### src/rtl/mem_arbiter.sv
// Unified-memory arbiter: round-robin between an instruction cache
// (four-beat 128-bit block refills) and a data cache (single-word
// block read or write-back) in front of one 32-bit word memory.
module mem_arbiter #(
   parameter int unsigned MEM_AW    = 10,
   parameter int unsigned INST_BASE = 0,
   parameter int unsigned DATA_BASE = 256
) (
   input  logic              CLK,
   input  logic              RESET,
   // instruction cache side
   input  logic              inst_read,
   input  logic [5:0]        inst_address,
   output logic [127:0]      inst_readdata,
   output logic              inst_busywait,
   // data cache side
   input  logic              data_read,
   input  logic              data_write,
   input  logic [5:0]        data_address,
   input  logic [31:0]       data_writedata,
   output logic [31:0]       data_readdata,
   output logic              data_busywait,
   // unified memory side
   output logic              mem_read,
   output logic              mem_write,
   output logic [MEM_AW-1:0] mem_address,
   output logic [31:0]       mem_writedata,
   input  logic [31:0]       mem_readdata,
   input  logic              mem_busywait,
   // ownership, for debug
   output logic              grant_inst,
   output logic              grant_data
);

   typedef enum logic [2:0] {
      IDLE,
      D_ACC,
      I_ACC,
      I_GAP,
      D_REL,
      I_REL
   } state_t;

   typedef enum logic {
      OWNER_INST,
      OWNER_DATA
   } owner_t;

   state_t            state;
   state_t            state_next;
   owner_t            last_grant;
   owner_t            last_grant_next;
   logic [1:0]        beat;
   logic [1:0]        beat_next;
   logic              acc_armed;
   logic              in_acc;
   logic              beat_done;
   logic              data_req;
   logic [MEM_AW-1:0] inst_word_addr;
   logic [MEM_AW-1:0] data_word_addr;

   // Request, beat-completion and address decode.
   always_comb begin
      data_req  = data_read || data_write;
      in_acc    = (state == D_ACC) || (state == I_ACC);
      // acc_armed is clear on the first edge of every access state, so a
      // memory that raises busywait one cycle late is never mistaken for done.
      beat_done = in_acc && acc_armed && !mem_busywait;
      // Sums are taken in MEM_AW bits so addresses wrap around the memory.
      inst_word_addr = MEM_AW'(INST_BASE)
                     + MEM_AW'({inst_address, 2'b00})
                     + MEM_AW'(beat);
      data_word_addr = MEM_AW'(DATA_BASE) + MEM_AW'(data_address);
   end

   // State register, round-robin pointer, beat index and first-edge guard.
   always_ff @(posedge CLK or posedge RESET) begin
      if (RESET) begin
         state      <= IDLE;
         last_grant <= OWNER_INST;
         beat       <= '0;
         acc_armed  <= 1'b0;
      end else begin
         state      <= state_next;
         last_grant <= last_grant_next;
         beat       <= beat_next;
         acc_armed  <= in_acc && !beat_done;
      end
   end

   // Next-state logic: arbitration in IDLE, beat sequencing for refills.
   always_comb begin
      state_next      = state;
      last_grant_next = last_grant;
      beat_next       = beat;
      case (state)
         IDLE: begin
            // On a tie the requester that was not granted last time wins.
            if (data_req && (!inst_read || last_grant == OWNER_INST)) begin
               state_next      = D_ACC;
               last_grant_next = OWNER_DATA;
            end else if (inst_read) begin
               state_next      = I_ACC;
               last_grant_next = OWNER_INST;
               beat_next       = '0;
            end
         end
         D_ACC: begin
            if (beat_done) begin
               state_next = D_REL;
            end
         end
         I_ACC: begin
            if (beat_done) begin
               if (beat == 2'd3) begin
                  state_next = I_REL;
               end else begin
                  beat_next  = beat + 2'd1;
                  state_next = I_GAP;
               end
            end
         end
         I_GAP:   state_next = I_ACC;
         D_REL:   state_next = IDLE;
         I_REL:   state_next = IDLE;
         default: state_next = IDLE;
      endcase
   end

   // Memory port: only the owner's inputs are steered onto it.
   always_comb begin
      mem_read      = 1'b0;
      mem_write     = 1'b0;
      mem_address   = '0;
      mem_writedata = '0;
      case (state)
         D_ACC: begin
            mem_read      = data_read;
            mem_write     = data_write;
            mem_address   = data_word_addr;
            mem_writedata = data_writedata;
         end
         I_ACC: begin
            mem_read    = 1'b1;
            mem_address = inst_word_addr;
         end
         default: begin
            mem_read  = 1'b0;
            mem_write = 1'b0;
         end
      endcase
   end

   // Handshake back to the caches and debug ownership flags.
   always_comb begin
      // Busywait follows the request in the same cycle and drops only in the
      // release cycle; it is held low while reset is asserted.
      inst_busywait = inst_read && (state != I_REL) && !RESET;
      data_busywait = data_req && (state != D_REL) && !RESET;
      grant_inst    = (state == I_ACC) || (state == I_GAP) || (state == I_REL);
      grant_data    = (state == D_ACC) || (state == D_REL);
   end

   // Read-data capture: refill words land in their beat slice, data reads
   // replace the whole word; both hold until the owner's next completion.
   always_ff @(posedge CLK or posedge RESET) begin
      if (RESET) begin
         inst_readdata <= '0;
         data_readdata <= '0;
      end else begin
         if (beat_done && state == I_ACC) begin
            inst_readdata[32*beat +: 32] <= mem_readdata;
         end
         if (beat_done && state == D_ACC && data_read) begin
            data_readdata <= mem_readdata;
         end
      end
   end

endmodule
### config.mk
export PLATFORM = sky130hd
export DESIGN_NAME = mem_arbiter
export DESIGN_NICKNAME = d
export VERILOG_FILES = /design/src/rtl/mem_arbiter.sv
export SDC_FILE = /design/constraint.sdc
export NUM_CORES = 1
export LEC_CHECK = 0
export ABC_AREA = 1
export BUFFER_PORTS_ARGS = -buffer_cell sky130_fd_sc_hd__buf_2
export CAP_MARGIN = 30
export CORE_MARGIN = 4
export CORE_UTILIZATION = 40
export CTS_BUF_LIST = sky130_fd_sc_hd__clkbuf_2
export DETAILED_ROUTE_END_ITERATION = 10
export PLACE_DENSITY = 0.67
export SLEW_MARGIN = 20
export SYNTH_ARGS = -nofsm -noshare
export SYNTH_HDL_FRONTEND = slang
export SYNTH_SLANG_ARGS = --single-unit
### constraint.sdc
create_clock -name CLK -period 11.3 [get_ports CLK]
set_input_delay 0.565 -clock CLK [delete_from_list [all_inputs] [get_ports CLK]]
set_output_delay 0.565 -clock CLK [all_outputs]
set_load 0.005 [all_outputs]
### Yosys cells after proc, flatten, opt, wreduce, memory -nomap -nowiden

Index checks and enable logic that the tools add are counted.

| operators by class | value |
|---|---|
| add/sub/neg operators | 4 |
| eq/ne operators | 14 |
| shift operators | 2 |
| mux-type cells | 18 |
| bitwise logic cells | 1 |
| reductions and logical operators | 27 |

Operator list:

| kind | number |
|---|---|
| $bwmux W128 | 1 |
| $shift A32 B34 Y128 const A | 1 |
| $shiftx A32 B34 Y128 | 1 |
| $neg A7 Y34 | 1 |
| $mux W32 | 1 |
| $pmux W10 S2 | 1 |
| $mux W3 | 5 |
| $pmux W3 S4 | 1 |
| $logic_and A1 B1 Y1 | 11 |
| $add A9 B6 Y10 const A | 1 |
| $ne A2 B2 Y1 const B | 5 |
| $add A8 B2 Y9 | 1 |
| $ne A3 B3 Y1 const B | 3 |
| $mux W2 | 4 |
| $eq A3 B2 Y1 const B | 2 |
| $eq A3 B3 Y1 const B | 2 |
| $logic_or A1 B1 Y1 | 6 |
| $reduce_and A5 Y1 | 1 |
| $logic_not A1 Y1 | 4 |
| $pmux W2 S2 | 1 |
| $reduce_bool A2 Y1 | 2 |
| $eq A3 B1 Y1 const B | 1 |
| $logic_not A3 Y1 | 1 |
| $mux W1 | 3 |
| 6 further kinds | 6 |

| word-level totals | value |
|---|---|
| bits in registers | 167 |
| input port bits | 82 |
| output and inout bits | 208 |
| word-level logic and storage cells | 72 |

### Longest topological paths before layout

| logic depth | value |
|---|---|
| depth after elaboration | 6 |
| depth in mapped cells | 9 |
| mapped depth without buffers | 7 |

### Least setup slack after synthesis

OpenSTA, ideal clock, no wires.

| timing path | value |
|---|---|
| path kind | input to output |
| start | input RESET |
| end | output inst_busywait |
| data arrival time | 4.384 ns |
| required time | 10.735 ns |
| slack | 6.351 ns |
| stages on the path | 3 |
| path buffers | 0 |
| cell sequence | inv_1 -> nand3_1 -> inv_1 |

| between the ends | value |
|---|---|
| longest elaborated chain between the ends | 2 |

Ends and longest elaborated chain:

| element | RTL line | text |
|---|---|---|
| start: declaration | 10 | `input logic RESET,` |
| $logic_not A1 Y1 (no source line) | -- |  |
| $logic_and A1 B1 Y1 | 158 | `inst_busywait = inst_read && (state != I_REL) && !RESET;` |
| end: declaration | 15 | `output logic inst_busywait,` |

No other way between the ends.

### Worst setup path in the final report

| timing path | value |
|---|---|
| start | register state[1] |
| end | output mem_address[0] |

| between the ends | value |
|---|---|
| longest elaborated chain between the ends | 2 |
| elaborated cells between the ends (all ways) | 3 |
| classes of those cells | eq/ne: 2; mux: 1 |

Ends and longest elaborated chain:

| element | RTL line | text |
|---|---|---|
| start: declaration | 49 | `state_t state;` |
| start signal: assignment | 84 | `state <= state_next;` |
| $eq A3 B2 Y1 / $eq A3 B1 Y1 (equally long branches) | 136 | `case (state)` |
| $pmux W10 S2 (*) | 136 |  |
| end: declaration | 26 | `output logic [MEM_AW-1:0] mem_address,` |

Mark *: on every way between the ends. The rest lies on a longest branch, timed or not.

==> impl_metrics.tcl <==
set metrics [dict create \
    postRouteAntennaNets 0 \
    dp.cells 1393 \
    fin_setup_tns_ns 0 \
    drtIter0Drc 358 \
    setup_viol 0 \
    ys_ff_latch 167 \
    grt_overflow 0 \
    path_max_fanout 37 \
    critPathKind "flop to primary output" \
    timing.critical_path.from "state[1]" \
    p_switching_uw 678 \
    seq_power_share_pct 43.9 \
    end_kind "primary output" \
    endpoint "mem_address[0]" \
    power_uw 1750 \
    synth_fa_ha_area_share_pct 0.986 \
    rsz0062_at_grt "no" \
    htree_levels 4 \
    synth_cell_types 27 \
    synth_nets 1005 \
    cts.clk_slew.worst_paths_ns 0.27 \
    rows 50 \
    drc 0 \
    vias 6823 \
    synthCells 917 \
    drive_gt1_share_pct 29.5 \
    path_cells "inv_1 > nand3_4 > inv_4 > nand2_1 > o21ai_0 > buf_2" \
    slew-limit-headroom_pct 45.7 \
    max_stage_delay_ns 0.49 \
    power_density_mw_per_mm2 181 \
    io_buffers 288 \
    core-area_mm2 0.0187 \
    routed_wirelength_mm 22.9 \
    finalCriticalPeriod_ns 2.97 \
    grt_use_total_pct 21.7 \
    top_level_ports 290 \
    worst_slew_pin_slew_ns 0.814 \
    die_h_um 146 \
    ir_drop_v 0.0000730 \
    clk_latency_ns 0.76 \
    synth_top_family_by_area "simple AND/OR/NAND/NOR gates" \
    p_clk_share_pct 20.5 \
    finalNonFillerCells 1451 \
    cts_inserted_buffers 17 \
    p_comb_share_pct 35.6 \
    intPower_uw 1070 \
    cts_tree "yes" \
    wl_per_cell_um 15.8 \
    yosys_warnings 0 \
    critPathRequiredTime_ns 10.74 \
    cap_violations 0 \
    reg2reg_slack_ns 8.71 \
    dieWidth_um 146 \
    hold_violations 0 \
    cts_max_path_buffers 2 \
    syn_area_per_cell_um2 8.30 \
    fin_nets 1291 \
    holdCritPathClass "input pin to flop" \
    synth_xor_xnor_area_share_pct 0 \
    start_util_pct 40.7 \
    drt_pass1_iterations 5 \
    grt_pass1_wl_mm 36.7 \
    reg2reg_from "beat[0]" \
    r2r_cells 6 \
    grt_start_max_net_pins 94 \
    area_growth_pct 26.6 \
    die_area_mm2 0.0213 \
    synth-simple-area-share_pct 22.8 \
    gp_congestion 0.832 \
    synth-seq-area-share_pct 54.9 \
    slew_viol_final 0 \
    swShare_pct 38.8 \
    status "finished clean" \
    clock-sinks 167 \
    start_kind "flop" \
    dp_hpwl_mm 16.1 \
    synth-compound-area-share_pct 11.7 \
    fmax_ghz 0.337 \
    synth_mux_area_share_pct 0 \
    grt_pass1_vias 6638 \
    finalClockSkew_ns 0.0432 \
    antenna_found_initial 1 \
    leakage_uw 0.00552 \
    viasPerCell 4.70 \
    final.period_utilization_pct 26.3 \
    arrival_ns 2.40 \
    cts-root-buf "clkbuf_2" \
    critPathSlowestCell "dfrtp_1" \
    r2r-end "inst_readdata[62]" \
    netlist_area_mm2 0.00761 \
]
-- routing by layer --
layer	GRT usage, %	up-vias	routed length, um
li1	-	3419	-
met1	28.6	3128	9900
met2	33.9	246	10700
met3	7.01	30	1730
met4	7.26	0	512
met5	0	-	0
-- stage by stage --
step,setup WS (ns),util [%],instance area (um^2),hold slack [ns]
after floorplan,6.20,-,7610,0.473
after global placement,8.84,48.4,9060,0.460
after detailed placement,8.76,48.5,9070,0.468
after CTS,8.25,51.1,9550,0.00412
after global routing,8.11,51.5,9640,0.000431
final,8.33,51.5,9640,0.0798
-- synthesized netlist by cell type (all sizes together) --
master	count	area [um^2]
a211oi	1	7.51
a21oi	1	5.00
a22o	4	35.0
buf	39	284
clkbuf	11	41.3
conb	1	3.75
dfrtp	167	4180
ha	6	75.1
inv	107	404
nand2	327	1260
nand3	31	193
nor2	53	228
nor3	11	60.1
o21ai	158	840
-- power groups by stage --
stage | clock network [uW] | logic (uW) | registers (uW)
finish | 359 | 623 | 767
global route | 396 | 703 | 782
CTS | 372 | 628 | 767
detailed placement | 0 | 622 | 777
global placement | 0 | 609 | 774
floorplan | 0 | 354 | 781
-- final cells by class --
type                            instances  area (um^2)
Clock inverter                         14          190
Multi-Input combinational cell        593         2720
Timing Repair Buffer                  317         1760
Inverter                              107          409
Clock buffer                           17         85.1
Sequential cell                       167         4180
Antenna cell                            2         5.00
Fill cell                            1803         9070
Tap cell                              234          293
-- what timing repair did --
action | CTS | global route
hold endpoints to repair | 131 | 5
buffers inserted | 0 | 0
hold buffers | 20 | 2
resized for setup | 0 | 0
-- placed cells by master, fill, tap and decap left out, drive strengths merged --
cell         Yosys  routed
diode            0       2
a211oi           1       1
clkinv           0       4
clkinvlp         0       2
nor2            53      53
nor3            11      11
o21ai          158     158
ha               6       6
conb             1       1
inv            107     112
clkbuf          11      17
dfrtp          167     167
a22o             4       4
a21oi            1       1
buf             39     295
nand2          327     327
bufinv           0       3
nand3           31      31
dlygate4sd3      0      22
-- worst min-delay path by stage --
| stage | from | to | slack, ns | cells past startpoint |
|---|---|---|---|---|
| floorplan | inst_readdata[53] | inst_readdata[53] | 0.47 | 2 |
| global placement | data_readdata[31] | data_readdata[31] | 0.46 | 2 |
| detailed placement | data_readdata[9] | data_readdata[9] | 0.47 | 2 |
| CTS | mem_readdata[29] | inst_readdata[29] | 0.004 | 3 |
| global route | mem_readdata[25] | data_readdata[25] | 0.0004 | 3 |
| finish | mem_readdata[0] | inst_readdata[96] | 0.08 | 3 |
-- critical path: cells and delay by family, from the launching register on --
kind | cells | cell delay (ns)
simple gates | 2 | 0.43
flops | 1 | 0.49
buf+inv | 3 | 0.61
compound gates | 1 | 0.15
-- state kept, by name, indices dropped and copies added (netlist names) --
register	flops
last_grant	1
data_readdata	32
beat	2
state	3
acc_armed	1
inst_readdata	128
-- cells by family after synthesis --
| family | Yosys count |
|---|---|
| AND/OR/NAND/NOR | 422 |
| buffers and inverters | 157 |
| other | 1 |
| adder cells (fa/ha/maj) | 6 |
| flip-flops | 167 |
| AO/OA/AOI/OAI | 164 |
Power figures use the tool's default switching activity.
